$ cat src/rtl/pc_gen_if.sv
// ============================================================================
// pc_gen_if : fetch-side port bundle of the hxd32 program-counter generator
// Revision  : 1.0
// ============================================================================
`default_nettype none

interface pc_gen_if #(
  parameter int XLEN = 32
);
  logic            fetch_valid;
  logic            fetch_ready;
  logic            inc_sel;
  logic [XLEN-1:0] pc;
  logic [XLEN-1:0] pc_next;
  logic            flush;
  logic            misalign;

  modport master (
    output fetch_valid, pc, pc_next, flush, misalign,
    input  fetch_ready, inc_sel
  );

  modport slave (
    input  fetch_valid, pc, pc_next, flush, misalign,
    output fetch_ready, inc_sel
  );
endinterface

`default_nettype wire

$ cat src/rtl/pc_gen.sv
// ============================================================================
// pc_gen   : handshaked fetch-address source (increment, redirect, trap, mret)
// Revision : 1.0
// ============================================================================
`default_nettype none

module pc_gen #(
  parameter int              XLEN      = 32,
  parameter logic [XLEN-1:0] RESET_VEC = '0,
  parameter bit              C_EXT     = 1'b1
) (
  input  wire logic            clk_i,
  input  wire logic            rst_i,
  pc_gen_if.master             fetch,
  input  wire logic            redir_valid_i,
  input  wire logic            redir_jalr_i,
  input  wire logic [XLEN-1:0] redir_target_i,
  input  wire logic            trap_i,
  input  wire logic            trap_irq_i,
  input  wire logic [4:0]      trap_cause_i,
  input  wire logic [XLEN-1:0] mtvec_i,
  input  wire logic            mret_i,
  input  wire logic [XLEN-1:0] mepc_i
);

  typedef enum logic [1:0] {
    ST_BOOT = 2'd0,
    ST_RUN  = 2'd1,
    ST_HOLD = 2'd2
  } state_t;

  localparam logic [XLEN-1:0] c_inc2 = XLEN'(2);
  localparam logic [XLEN-1:0] c_inc4 = XLEN'(4);

  state_t          state_q, state_d;
  logic [XLEN-1:0] pc_q, pc_d;
  logic [XLEN-1:0] pend_q, pend_d;
  logic            valid_q, valid_d;
  logic            flush_q, flush_d;
  logic            misalign_q, misalign_d;

  logic            ev_valid;
  logic [XLEN-1:0] ev_target;
  logic            redir_bad;
  logic [XLEN-1:0] redir_tgt;
  logic [XLEN-1:0] trap_tgt;
  logic [XLEN-1:0] mret_tgt;
  logic [XLEN-1:0] pc_inc;

  assign pc_inc = (C_EXT && fetch.inc_sel) ? c_inc2 : c_inc4;

  // Vectored mode only offsets interrupts; exceptions always land on the base.
  always_comb begin
    trap_tgt = {mtvec_i[XLEN-1:2], 2'b00};
    if (mtvec_i[1:0] == 2'b01 && trap_irq_i) begin
      trap_tgt = trap_tgt + {{(XLEN-7){1'b0}}, trap_cause_i, 2'b00};
    end
  end

  always_comb begin
    mret_tgt = C_EXT ? {mepc_i[XLEN-1:1], 1'b0} : {mepc_i[XLEN-1:2], 2'b00};
    redir_tgt = redir_jalr_i ? {redir_target_i[XLEN-1:1], 1'b0} : redir_target_i;
    redir_bad = redir_tgt[0] || (!C_EXT && redir_tgt[1]);
  end

  always_comb begin
    ev_valid  = 1'b0;
    ev_target = '0;
    if (trap_i) begin
      ev_valid  = 1'b1;
      ev_target = trap_tgt;
    end else if (mret_i) begin
      ev_valid  = 1'b1;
      ev_target = mret_tgt;
    end else if (redir_valid_i && !redir_bad) begin
      ev_valid  = 1'b1;
      ev_target = redir_tgt;
    end
  end

  always_comb begin
    state_d    = state_q;
    pc_d       = pc_q;
    pend_d     = pend_q;
    valid_d    = valid_q;
    flush_d    = 1'b0;
    misalign_d = 1'b0;
    case (state_q)
      ST_BOOT: begin
        state_d = ST_RUN;
        valid_d = 1'b1;
      end
      ST_RUN: begin
        misalign_d = !trap_i && !mret_i && redir_valid_i && redir_bad;
        if (ev_valid) begin
          if (fetch.fetch_ready) begin
            pc_d    = ev_target;
            flush_d = 1'b1;
          end else begin
            pend_d  = ev_target;
            state_d = ST_HOLD;
          end
        end else if (fetch.fetch_ready) begin
          pc_d = pc_q + pc_inc;
        end
      end
      ST_HOLD: begin
        misalign_d = !trap_i && !mret_i && redir_valid_i && redir_bad;
        if (fetch.fetch_ready) begin
          pc_d    = ev_valid ? ev_target : pend_q;
          flush_d = 1'b1;
          state_d = ST_RUN;
        end else if (ev_valid) begin
          pend_d = ev_target;
        end
      end
      default: begin
        state_d = ST_BOOT;
        valid_d = 1'b0;
        pc_d    = RESET_VEC;
      end
    endcase
  end

  always_ff @(posedge clk_i) begin
    if (rst_i) begin
      state_q    <= ST_BOOT;
      pc_q       <= RESET_VEC;
      pend_q     <= '0;
      valid_q    <= 1'b0;
      flush_q    <= 1'b0;
      misalign_q <= 1'b0;
    end else begin
      state_q    <= state_d;
      pc_q       <= pc_d;
      pend_q     <= pend_d;
      valid_q    <= valid_d;
      flush_q    <= flush_d;
      misalign_q <= misalign_d;
    end
  end

  assign fetch.fetch_valid = valid_q;
  assign fetch.pc          = pc_q;
  assign fetch.pc_next     = pc_q + pc_inc;
  assign fetch.flush       = flush_q;
  assign fetch.misalign    = misalign_q;

endmodule

`default_nettype wire

$ cat src/flat_wrapper.sv
// flat-port wrapper written by rule: the top's interface ports become plain ports
module pc_gen_flat 
#(
  parameter int              XLEN      = 32,
  parameter logic [XLEN-1:0] RESET_VEC = '0,
  parameter bit              C_EXT     = 1'b1
)
  (clk_i, rst_i, redir_valid_i, redir_jalr_i, redir_target_i, trap_i, trap_irq_i, trap_cause_i, mtvec_i, mret_i, mepc_i, fetch_fetch_valid, fetch_pc, fetch_pc_next, fetch_flush, fetch_misalign, fetch_fetch_ready, fetch_inc_sel);
  pc_gen_if #(.XLEN(XLEN)) fetch_i ();
  input  wire logic clk_i;
  input  wire logic rst_i;
  input  wire logic redir_valid_i;
  input  wire logic redir_jalr_i;
  input  wire logic [XLEN-1:0] redir_target_i;
  input  wire logic trap_i;
  input  wire logic trap_irq_i;
  input  wire logic [4:0] trap_cause_i;
  input  wire logic [XLEN-1:0] mtvec_i;
  input  wire logic mret_i;
  input  wire logic [XLEN-1:0] mepc_i;
  output wire logic [$bits(fetch_i.fetch_valid)-1:0] fetch_fetch_valid;
  output wire logic [$bits(fetch_i.pc)-1:0] fetch_pc;
  output wire logic [$bits(fetch_i.pc_next)-1:0] fetch_pc_next;
  output wire logic [$bits(fetch_i.flush)-1:0] fetch_flush;
  output wire logic [$bits(fetch_i.misalign)-1:0] fetch_misalign;
  input wire logic [$bits(fetch_i.fetch_ready)-1:0] fetch_fetch_ready;
  input wire logic [$bits(fetch_i.inc_sel)-1:0] fetch_inc_sel;
  assign fetch_fetch_valid = fetch_i.fetch_valid;
  assign fetch_pc = fetch_i.pc;
  assign fetch_pc_next = fetch_i.pc_next;
  assign fetch_flush = fetch_i.flush;
  assign fetch_misalign = fetch_i.misalign;
  assign fetch_i.fetch_ready = fetch_fetch_ready;
  assign fetch_i.inc_sel = fetch_inc_sel;
  pc_gen #(.XLEN(XLEN), .RESET_VEC(RESET_VEC), .C_EXT(C_EXT)) u_core (.clk_i(clk_i), .rst_i(rst_i), .fetch(fetch_i), .redir_valid_i(redir_valid_i), .redir_jalr_i(redir_jalr_i), .redir_target_i(redir_target_i), .trap_i(trap_i), .trap_irq_i(trap_irq_i), .trap_cause_i(trap_cause_i), .mtvec_i(mtvec_i), .mret_i(mret_i), .mepc_i(mepc_i));
endmodule
$ cat config.mk
export PLATFORM = sky130hd
export DESIGN_NAME = pc_gen_flat
export DESIGN_NICKNAME = d
export VERILOG_FILES = /design/src/rtl/pc_gen_if.sv /design/src/rtl/pc_gen.sv /design/src/flat_wrapper.sv
export SDC_FILE = /design/constraint.sdc
export NUM_CORES = 1
export LEC_CHECK = 0
export BUFFER_PORTS_ARGS = -buffer_cell sky130_fd_sc_hd__buf_2
export CAP_MARGIN = 20
export CORE_ASPECT_RATIO = 1.5
export CORE_MARGIN = 2
export CORE_UTILIZATION = 36
export CTS_CLUSTER_DIAMETER = 60
export DETAILED_ROUTE_END_ITERATION = 8
export PLACE_DENSITY = 0.68
export SKIP_CTS_REPAIR_TIMING = 1
export SYNTH_ARGS = -nofsm -noshare
export SYNTH_HDL_FRONTEND = slang
export SYNTH_SLANG_ARGS = --single-unit
$ cat constraint.sdc
create_clock -name clk_i -period 3.7 [get_ports clk_i]
set_input_delay 0.555 -clock clk_i [delete_from_list [all_inputs] [get_ports clk_i]]
set_output_delay 0.555 -clock clk_i [all_outputs]
set_load 0.005 [all_outputs]
# After elaboration in Yosys (flattened, before gate mapping)
# Cells that the tools add are included.
dict set report op_classes {
  n_eq_ne 8
  n_reduce_logical 15
  n_mux 27
  add_sub_neg 2
  bitwise_logic 2
}
# cell n
set ops {}
lappend ops {{32-bit two-way mux} 12}
lappend ops {{32-bit one-hot mux with 3 select lines} 1}
lappend ops {{32-bit one-hot mux with 2 select lines} 1}
lappend ops {{32-bit adder} 1}
lappend ops {{32-bit by 7-bit adder with 32-bit output} 1}
lappend ops {{2-bit inequality test, second input constant} 4}
lappend ops {{1-bit two-way mux} 6}
lappend ops {{2-bit two-way mux} 3}
lappend ops {{2-bit one-hot mux with 3 select lines} 1}
lappend ops {{3-bit AND reduction} 2}
lappend ops {{1-bit logical AND} 5}
lappend ops {{2-bit by 1-bit equality test with 1-bit output, second input constant} 2}
lappend ops {{1-bit one-hot mux with 2 select lines} 2}
lappend ops {{4-bit AND reduction} 1}
lappend ops {{2-bit OR reduction} 2}
lappend ops {{1-bit zero test} 3}
lappend ops {{3-bit two-way mux} 1}
lappend ops {{2-bit equality test, second input constant} 1}
lappend ops {{2-bit zero test} 1}
lappend ops {{2-bit by 1-bit inequality test with 1-bit output, second input constant} 1}
lappend ops {{1-bit NOT} 2}
lappend ops {{2-bit nonzero test} 1}
dict set report word_totals {
  out_inout_bits 67
  inputBits 110
  word_cells 60
  register_bits 69
}

# Logic depth before layout (Yosys ltp)
# Gate-level depths: netlist (run 1).
dict set report logic_depth {
  word_depth 9
  ltp_mapped 10
  mapped_depth_nobuf 9
}

# Least setup slack after synthesis (run 1)
# OpenSTA, ideal clock, no wires.
dict set report synth_path {
  path_kind {in2reg}
  start {in trap_cause_i[0]}
  end {reg u_core.pc_q[26], in the netlist u_core.fetch.pc[26]}
  setup_time_ns 0.117
  required_ns 3.583
  path_buffers 0
  stages 8
  t_arrival_ns 2.515
  setup_slack_ns 1.067
  path_cell_list {ha_1 inv_1 fa_1 nor2b_1 o31ai_2 a2111oi_0 mux2_2 a32o_1}
}
dict set report synth_via {
  elab_chain_cells 6
  word_cells_on_any_way 8
  classes_between {1 x add/sub; 7 x mux}
}
# element line
set synth_lines {}
lappend synth_lines {{start: declaration} flat_wrapper.sv:17} ;# input wire logic [4:0] trap_cause_i;
lappend synth_lines {{32-bit by 7-bit adder with 32-bit output (*)} pc_gen.sv:56} ;# trap_tgt = trap_tgt + {{(XLEN-7){1'b0}}, trap_cause_i, 2'b00};
lappend synth_lines {{32-bit two-way mux (*)} pc_gen.sv:55} ;# if (mtvec_i[1:0] == 2'b01 && trap_irq_i) begin
lappend synth_lines {{32-bit two-way mux (*)} pc_gen.sv:69} ;# if (trap_i) begin
lappend synth_lines {{32-bit two-way mux (on tied branches)} {pc_gen.sv:110, pc_gen.sv:96}}
lappend synth_lines {{32-bit two-way mux (on tied branches)} {pc_gen.sv:109, pc_gen.sv:95}}
lappend synth_lines {{32-bit one-hot mux with 3 select lines (*)} pc_gen.sv:88} ;# case (state_q)
lappend synth_lines {{end signal: assignment} pc_gen.sv:135} ;# pc_q <= pc_d;
lappend synth_lines {{end: declaration} pc_gen.sv:36} ;# logic [XLEN-1:0] pc_q, pc_d;
# Every way passes the cells marked *; elsewhere a longest branch is shown, timed or not. The select of a mux whose other input is x is not followed.
# A chain may end at the register's enable or synchronous reset.

# Worst setup path after layout (run 1)
dict set report layout_path {
  start {reg u_core.pc_q[11], in the netlist u_core.fetch.pc[11]}
  end {out fetch_pc_next[31]}
}
dict set report layout_via {
  elab_chain_cells 1
}
# element line
set layout_lines {}
lappend layout_lines {{32-bit adder} pc_gen.sv:145} ;# assign fetch.pc_next = pc_q + pc_inc;
lappend layout_lines {{end: declaration} flat_wrapper.sv:23} ;# output wire logic [$bits(fetch_i.pc_next)-1:0] fetch_pc_next;
# Every way passes these cells.

==> tab_implementation.tex, run 1 <==
\begin{tabular}{lr}
\hline
Metric & Value \\
\hline
\multicolumn{2}{l}{\textbf{GRT}} \\
\quad Overflow left after global routing & 0 \\
\quad Maximum number of pins on one net before global-route repair & 84 \\
\quad Initial antenna violation count & 0 \\
\quad First-pass GRT wire length & around 35 mm \\
\quad Overall Global Routing Usage & between 20\% and 30\% \\
\quad Number of global-route vias before repair & 6415 \\
\multicolumn{2}{l}{\textbf{Synth}} \\
\quad Combinational family with the most area after synthesis & compound AO/OA/AOI/OAI gates \\
\quad Mapped Nets & 950 \\
\quad Synthesized instance count & 827 \\
\quad Main synth FF type & dfxtp\_1 \\
\quad Mean area per synthesized cell & a little over 7 sq um \\
\quad \#FFs+latches synth & 69 \\
\quad Synthesized cell area & 5970 sq um \\
\quad Simple-gate area share of the yosys netlist & 26.5\% \\
\quad Count of distinct cell types in the synthesized netlist & 75 \\
\quad Number of flops mapped to enable cells by yosys & 0 \\
\quad Synth Area in XOR/XNOR & 6.60\% \\
\quad Adder-cell share of the synthesized area & 2.97\% \\
\quad Number of synthesis warnings & 0 \\
\quad Fraction of registers with async set or reset after synthesis & 0\% \\
\quad Seq/Total Area, Yosys & 23.1\% \\
\quad Synth Area in Compound Gates & about a third \\
\quad Multiplexer share of the synthesized area & 1.19\% \\
\multicolumn{2}{l}{\textbf{Worst setup path}} \\
\quad Critical path type & reg2out \\
\quad Launch point of the worst reg-to-reg path & u\_core.state\_q[1]\$\_SDFFE\_PP0P\_ \\
\quad Crit path required time & 3.14 ns \\
\quad Max Fanout on Critical Path & 7 \\
\quad Kind of end point of the critical path & output pin \\
\quad Arrival time of data at the critical path endpoint & 2.54 ns \\
\quad Source of the critical timing path & u\_core.fetch.pc[11]\$\_SDFFE\_PP0P\_ \\
\quad Cell depth of the worst flop-to-flop path & 8 \\
\quad CP Launch Type & register \\
\multicolumn{2}{l}{\textbf{Power}} \\
\quad PD cells & 325 nW/um\^{}2 \\
\quad Overall power of the completed layout & 2.39 mW \\
\quad Reported leakage power & 2.99 nW \\
\quad Worst IR Drop VDD & 0.218 mV \\
\multicolumn{2}{l}{\textbf{Timing}} \\
\quad Fin Clk Skew & between 0.006 and 0.007 ns \\
\quad Number of failing hold endpoints at the final stage & 0 \\
\quad Final setup violation count & 0 \\
\quad Worst relative slew slack & 44.2\% \\
\quad Peak clock frequency supported by timing & 0.324 GHz \\
\quad Final count of pins violating max slew & 0 \\
\quad RSZ-0062 raised after global routing & false \\
\quad Total negative setup slack & 0 ns \\
\quad Fin crit period & between 3 and 4 ns \\
\quad Worst slew pin tran & around 0.83 ns \\
\quad Fin crit share & 83.5\% \\
\multicolumn{2}{l}{\textbf{Finish}} \\
\quad Share of layout cells above drive strength 1 & 23.9\% \\
\quad Post-layout nets & 1100 \\
\quad Syn-to-layout area delta & 23.0\% \\
\quad Ant diodes & 0 \\
\quad Cell Count, Final, Fillers Out & 1188 \\
\quad Fraction of the core area covered by cells at the end of the flow & between 40\% and 50\% \\
\multicolumn{2}{l}{\textbf{Run}} \\
\quad Maxcap violations & 0 \\
\multicolumn{2}{l}{\textbf{Clock network}} \\
\quad Clock root buffer & clkbuf\_16 \\
\quad Longest Clk Path Bufs & 2 \\
\quad Number of H-tree branching levels & 3 \\
\quad Clock Latency Late Sink & 0.34 ns \\
\quad TritonCTS clock tree & built \\
\quad Number of clock sinks seen by CTS & 69 \\
\quad CTS clk-pin slew, worst paths & 0.06 ns \\
\quad Cts bufs inserted & 9 \\
\multicolumn{2}{l}{\textbf{Die}} \\
\quad Die area & about 18000 sq um \\
\quad Core ar. & 16300 sq um \\
\quad Number of placement rows & 57 \\
\quad Die boundary width & $\sim$110 um \\
\quad Top-Level Pins & between 150 and 200 \\
\quad Height of the die & 162 um \\
\quad Initial core utilization & 36.7\% \\
\multicolumn{2}{l}{\textbf{Placement}} \\
\quad Port Buffer Count & $\sim$180 \\
\quad Cell count after placement & 1172 \\
\quad Post-detailed-placement half-perimeter wirelength & 18.0 mm \\
\quad Gp weighted congestion & 0.949 \\
\multicolumn{2}{l}{\textbf{Worst hold path}} \\
\quad Hold\_sp & u\_core.pend\_q[20]\$\_SDFFE\_PP0P\_ \\
\quad Worst Hold Depth & 2 \\
\quad Worst hold path class & reg2reg \\
\multicolumn{2}{l}{\textbf{Routing}} \\
\quad Ratio of routed vias to standard cells & $\sim$5.9 \\
\quad Routed length per placed instance & 19.4 um \\
\quad Via count of the routed design & around 7k \\
\quad Number of remaining DRC errors & 0 \\
\quad Number of design-rule violations left by the first detailed-router iteration & 648 \\
\quad Number of search-and-repair iterations in the first detailed-routing pass & 7 \\
\quad Remaining antenna violation count & 0 \\
\quad Total wirelength of the detailed-routed design & approximately 23 mm \\
\multicolumn{2}{l}{\textbf{Outcome}} \\
\quad Result of the run & complete, no violations \\
\hline
\end{tabular}
placed cells by master (no fill, tap or decap), drive strengths merged, types with 11 or more instances in the layout:
cell type | Yosys | routed
nand3 | 32 | 32
nor2 | 59 | 59
a2111oi | 12 | 12
buf | 13 | 200
nor3 | 19 | 19
o21ai | 51 | 51
xor2 | 15 | 15
xnor2 | 30 | 30
o211ai | 15 | 15
nor2b | 20 | 20
nand2 | 117 | 117
a211oi | 14 | 14
nand2b | 15 | 15
a21oi | 76 | 76
ha | 11 | 11
dfxtp | 69 | 69
a221oi | 16 | 16
inv | 26 | 26
synthesized netlist by cell type (all sizes together) (4+ instances only):
cell | number | area, sq um
nand2 | 117 | 439
a21oi | 76 | 380
dfxtp | 69 | 1380
nor2 | 59 | 221
o21ai | 51 | 255
clkbuf | 48 | 180
nand3 | 32 | 165
xnor2 | 30 | 263
inv | 26 | 97.6
nor2b | 20 | 125
nor3 | 19 | 100
a221oi | 16 | 140
nand2b | 15 | 93.8
o211ai | 15 | 118
xor2 | 15 | 131
a211oi | 14 | 105
buf | 13 | 70.1
a2111oi | 12 | 156
ha | 11 | 138
a211o | 10 | 87.6
nand4 | 10 | 81.3
o21a | 9 | 67.6
a21o | 8 | 60.1
a32o | 8 | 80.1
o31ai | 8 | 65.1
or3 | 8 | 50.1
nand3b | 7 | 52.6
o221ai | 7 | 61.3
a221o | 6 | 60.1
a22o | 6 | 52.6
and2 | 6 | 37.5
and3 | 6 | 37.5
mux2i | 6 | 60.1
nor4 | 6 | 43.8
and4 | 5 | 43.8
a22oi | 4 | 30.0
a31oi | 4 | 25.0
a32oi | 4 | 35.0
o31a | 4 | 35.0
registers in the layout (all words and copies together) (netlist names):
register and flops:
u_core.fetch.flush 1, u_core.state_q 2, u_core.fetch.misalign 1, u_core.fetch.fetch_valid 1, u_core.pend_q 32, u_core.fetch.pc 32
cells by family (layout without fill, tap and decap cells):
family	after synthesis	count (layout)
AO/OA/AOI/OAI	284	284
AND/OR/NAND/NOR	322	322
XOR/XNOR	45	45
adder cells (fa/ha/maj)	13	13
flip-flops	69	69
multiplexers	7	7
buffers and inverters	87	242
power breakdown:
group	switching (mW)	leakage (nW)	total, mW	internal, mW
clock network	0.336	0.138	0.857	0.520
logic	0.446	2.29	0.703	0.257
registers	0.0425	0.559	0.832	0.790
cell type report:
cell class | instances | area, sq um
tap | 206 | 258
clock buffer | 10 | 229
clock inverter | 6 | 63.8
fill | 1756 | 8910
timing repair buffer | 200 | 1060
sequential | 69 | 1380
inverter | 26 | 97.6
multi-input combinational | 671 | 4260
through the flow:
stage	instance area [sq um]	setup WS [ns]	hold WS, ns
finish	7350	0.610	0.447
global route	7350	0.455	0.466
CTS	7350	0.615	0.445
detailed placement	7060	0.678	0.436
global placement	7060	0.734	0.432
floorplan	5970	1.07	0.416
worst max-delay path, stage by stage, from the launching register on:
cell and delay [ns]:
dfxtp_1 0.44, nand4_2 0.23, or4_1 0.65, nor3_2 0.26, nand3_1 0.27, xnor2_1 0.20, buf_2 0.13
layer usage:
layer  up-vias  track usage [%]  part of all wire [%]  wire (um)
met5         -                0                     0          0
met4         0             11.2                   3.8        884
met3        46             3.21                   8.2       1880
met2       351             41.2                    47      10800
met1      3288             33.4                    41       9420
li1       3380                -                     -          -
path summary, 6_finish.rpt:
| path | slack (ns) | to |
|---|---|---|
| worst max-delay path | 0.61 | fetch_pc_next[31] |
| worst min-delay path | 0.45 | u_core.pend_q[20]$_SDFFE_PP0P_ |
| worst max register to register | 0.94 | u_core.fetch.pc[20]$_SDFFE_PP0P_ |
| worst min register to register | 0.45 | u_core.pend_q[20]$_SDFFE_PP0P_ |
(Power assumes the default switching activity.)
==> run 2: changes to the inputs <==
ABC_AREA = 1   (was unset)
clock period = 3 ns   (was 3.7 ns; I/O delays follow)
==> tab_implementation.tex, run 2 <==
\begin{tabular}{lr}
\hline
Metric & Value \\
\hline
\multicolumn{2}{l}{\textbf{Outcome}} \\
\quad Result of the run & complete, no violations \\
\multicolumn{2}{l}{\textbf{Routing}} \\
\quad Number of remaining DRC errors & 0 \\
\quad Routed length per placed instance & 15.3 um \\
\quad Number of search-and-repair iterations in the first detailed-routing pass & 5 \\
\quad Ratio of routed vias to standard cells & just over 5 \\
\quad Number of design-rule violations left by the first detailed-router iteration & 484 \\
\quad Remaining antenna violation count & 0 \\
\quad Total wirelength of the detailed-routed design & 21.7 mm \\
\quad Via count of the routed design & 7333 \\
\multicolumn{2}{l}{\textbf{Die}} \\
\quad Die boundary width & 112 um \\
\quad Number of placement rows & 59 \\
\quad Top-Level Pins & approximately 180 \\
\quad Initial core utilization & 36.5\% \\
\quad Die area & $\sim$19000 sq um \\
\quad Core ar. & between 15000 and 20000 sq um \\
\quad Height of the die & 166 um \\
\multicolumn{2}{l}{\textbf{Timing}} \\
\quad Fin crit share & 94.1\% \\
\quad RSZ-0062 raised after global routing & false \\
\quad Peak clock frequency supported by timing & approximately 0.35 GHz \\
\quad Final worst-path setup slack & 0.176 ns \\
\quad Total negative setup slack & 0 ns \\
\quad Fin crit period & between 2 and 3 ns \\
\quad Number of failing hold endpoints at the final stage & 0 \\
\quad Final setup violation count & 0 \\
\quad Worst relative slew slack & 46.3\% \\
\quad Worst hold slack & $\sim$0.38 ns \\
\quad Worst slew pin tran & 0.804 ns \\
\quad Fin Clk Skew & 0.00450 ns \\
\quad Final count of pins violating max slew & 0 \\
\multicolumn{2}{l}{\textbf{Worst setup path}} \\
\quad Cell depth of the worst flop-to-flop path & 8 \\
\quad Crit path to & fetch\_pc\_next[25] \\
\quad Critical path type & reg2out \\
\quad Max Fanout on Critical Path & 4 \\
\quad Crit path required time & 2.55 ns \\
\quad Launch point of the worst reg-to-reg path & u\_core.fetch.pc[1]\$\_SDFFE\_PP0P\_ \\
\quad Source of the critical timing path & u\_core.fetch.pc[1]\$\_SDFFE\_PP0P\_ \\
\quad Kind of end point of the critical path & output pin \\
\quad Maximum single-stage delay on the critical path & 0.37 ns \\
\quad Critical Path Slowest Stage Cell & dfxtp\_1 \\
\quad Slack of the worst reg-to-reg path & 0.78 ns \\
\quad CP Launch Type & register \\
\quad Crit path depth & 11 \\
\quad Largest delay contributor family on the critical path & simple AND/OR/NAND/NOR gates \\
\quad Arrival time of data at the critical path endpoint & about 2.4 ns \\
\quad Number of buffers and inverters on the critical path & 1 \\
\quad Worst-path cell chain & ha\_1 -> fa\_2 -> nand3\_4 -> nor2\_4 -> nand2\_2 -> nor2\_2 -> nand4\_2 -> nor2\_2 -> nand3\_1 -> and2\_1 -> buf\_2 \\
\quad Worst path most repeated cell & nor2\_2 \\
\quad Capture point of the worst reg-to-reg path & u\_core.fetch.pc[13]\$\_SDFFE\_PP0P\_ \\
\multicolumn{2}{l}{\textbf{Clock network}} \\
\quad Longest Clk Path Bufs & 2 \\
\quad CTS clk-pin slew, worst paths & 0.06 ns \\
\quad TritonCTS clock tree & built \\
\quad Number of clock sinks seen by CTS & 69 \\
\quad Clock root buffer & clkbuf\_16 \\
\quad Number of H-tree branching levels & 3 \\
\quad Clock Latency Late Sink & 0.33 ns \\
\quad Cts bufs inserted & 9 \\
\multicolumn{2}{l}{\textbf{Synth}} \\
\quad Number of synthesis warnings & 0 \\
\quad Synthesized cell area & between 6000 and 7000 sq um \\
\quad Top cell type by total area after synthesis & dfxtp\_1 \\
\quad Count of distinct cell types in the synthesized netlist & 53 \\
\quad Synthesized instance count & 1050 \\
\quad Adder-cell share of the synthesized area & under 10\% \\
\quad Number of flops mapped to enable cells by yosys & 0 \\
\quad Synth Area in Compound Gates & 22.5\% \\
\quad Combinational family with the most area after synthesis & simple AND/OR/NAND/NOR gates \\
\quad Main synth FF type & dfxtp\_1 \\
\quad Mapped Nets & 1173 \\
\quad Simple-gate area share of the yosys netlist & between 30\% and 40\% \\
\quad Largest cells by area after synthesis & dfxtp\_1 (22\%), nand2\_1 (17\%), nand3\_1 (7.5\%) \\
\quad Seq/Total Area, Yosys & 21.9\% \\
\quad Mean area per synthesized cell & 6.00 sq um \\
\quad Most used standard cell by instance count after synthesis & nand2\_1 \\
\quad \#FFs+latches synth & between 60 and 70 \\
\quad Fraction of registers with async set or reset after synthesis & 0\% \\
\quad Area share of the largest cell type after synthesis & between 20 and 25\% \\
\quad Top post-synthesis cells by count & nand2\_1 (283), inv\_1 (124), nand3\_1 (94), a21oi\_1 (84), o21ai\_0 (72) \\
\quad Multiplexer share of the synthesized area & 0\% \\
\quad Synth Area in XOR/XNOR & 3.44\% \\
\multicolumn{2}{l}{\textbf{Finish}} \\
\quad Post-layout nets & approximately 1.3k \\
\quad Share of layout cells above drive strength 1 & $\sim$21\% \\
\quad Ant diodes & 0 \\
\quad Cell Count, Final, Fillers Out & $\sim$1.4k \\
\quad Syn-to-layout area delta & 21.4\% \\
\quad Leading cell types in the layout, fill and taps excluded & nand2\_1 (283), buf\_2 (175), inv\_1 (124) \\
\quad Leading cell type in the layout, fill and taps excluded & nand2\_1 \\
\quad Fraction of the core area covered by cells at the end of the flow & between 40\% and 50\% \\
\multicolumn{2}{l}{\textbf{Power}} \\
\quad Reported leakage power & roughly 3.8 nW \\
\quad Worst IR Drop VDD & between 0.3 and 0.4 mV \\
\quad PD cells & 522 nW/um\^{}2 \\
\multicolumn{2}{l}{\textbf{Placement}} \\
\quad Cell count after placement & 1399 \\
\quad Gp weighted congestion & 0.954 \\
\quad Port Buffer Count & 175 \\
\quad Post-detailed-placement half-perimeter wirelength & 17.3 mm \\
\quad Post-Place Worst Slack & 0.279 ns \\
\multicolumn{2}{l}{\textbf{GRT}} \\
\quad Maximum number of pins on one net before global-route repair & 76 \\
\quad Number of global-route vias before repair & 6761 \\
\quad Initial antenna violation count & 0 \\
\quad First-pass GRT wire length & around 34 mm \\
\quad Overflow left after global routing & 0 \\
\quad Overall Global Routing Usage & 22.6\% \\
\multicolumn{2}{l}{\textbf{Run}} \\
\quad Maxcap violations & 0 \\
\multicolumn{2}{l}{\textbf{Worst hold path}} \\
\quad Worst hold path class & in2reg \\
\hline
\end{tabular}
[run 2: how the worst min path moves through the flow]
stage	cells past startpoint	slack (ns)	endpoint	start
3_5_place_dp	2	0.45	u_core.pend_q[0]$_SDFFE_PP0P_	u_core.pend_q[0]$_SDFFE_PP0P_
5_1_grt	3	0.40	u_core.fetch.misalign$_SDFF_PP0_	redir_valid_i
2_1_floorplan	2	0.44	u_core.pend_q[0]$_SDFFE_PP0P_	u_core.pend_q[0]$_SDFFE_PP0P_
6_report	3	0.38	u_core.fetch.misalign$_SDFF_PP0_	redir_valid_i
3_3_place_gp	2	0.45	u_core.pend_q[0]$_SDFFE_PP0P_	u_core.pend_q[0]$_SDFFE_PP0P_
4_1_cts	3	0.37	u_core.fetch.misalign$_SDFF_PP0_	redir_valid_i
[run 2: worst register-to-register path, cell delays in order (launching register included)]
cell and delay (ns):
dfxtp_1 0.37, ha_1 0.21, fa_2 0.28, nand3_4 0.13
nor2_1 0.37, xor2_1 0.32, a21oi_1 0.11, o211ai_1 0.21
a21oi_1 0.09
[run 2: routing by layer]
metal	share of wire, %	wire length (um)	global-route usage, %	up-vias
met3	5.3	1160	2.45	29
met2	49	10700	39.6	281
met5	0	0	0	-
met4	3.0	651	8.85	0
met1	43	9230	28.4	3232
li1	-	-	-	3791
[run 2: cells by family after synthesis]
logic type	count (synthesis)
simple gates	515
compound gates	240
buf+inv	190
flops	69
xor+xnor	23
fa+ha+maj	13
[run 2: final cells by class]
class                           count  area [sq um]
Clock buffer                       10           239
Sequential cell                    69          1380
Fill cell                        1940          9630
Timing Repair Buffer              193          1040
Inverter                          136           510
Multi-Input combinational cell    791          4150
Clock inverter                      6          62.6
Tap cell                          213           267
[run 2: stage by stage]
stage	cell area, sq um	power, mW
5_1_grt	7650	4.28
4_1_cts	7610	4.00
3_5_place_dp	7310	2.93
2_1_floorplan	6300	2.39
3_3_place_gp	7310	2.90
6_report	7650	3.99
[run 2: report_power, final]
| group | leakage, nW | internal, mW | switching, mW |
|---|---|---|---|
| logic | 3.13 | 0.588 | 1.10 |
| registers | 0.561 | 1.10 | 0.144 |
| clock network | 0.140 | 0.662 | 0.399 |
| total | 3.84 | 2.35 | 1.64 |
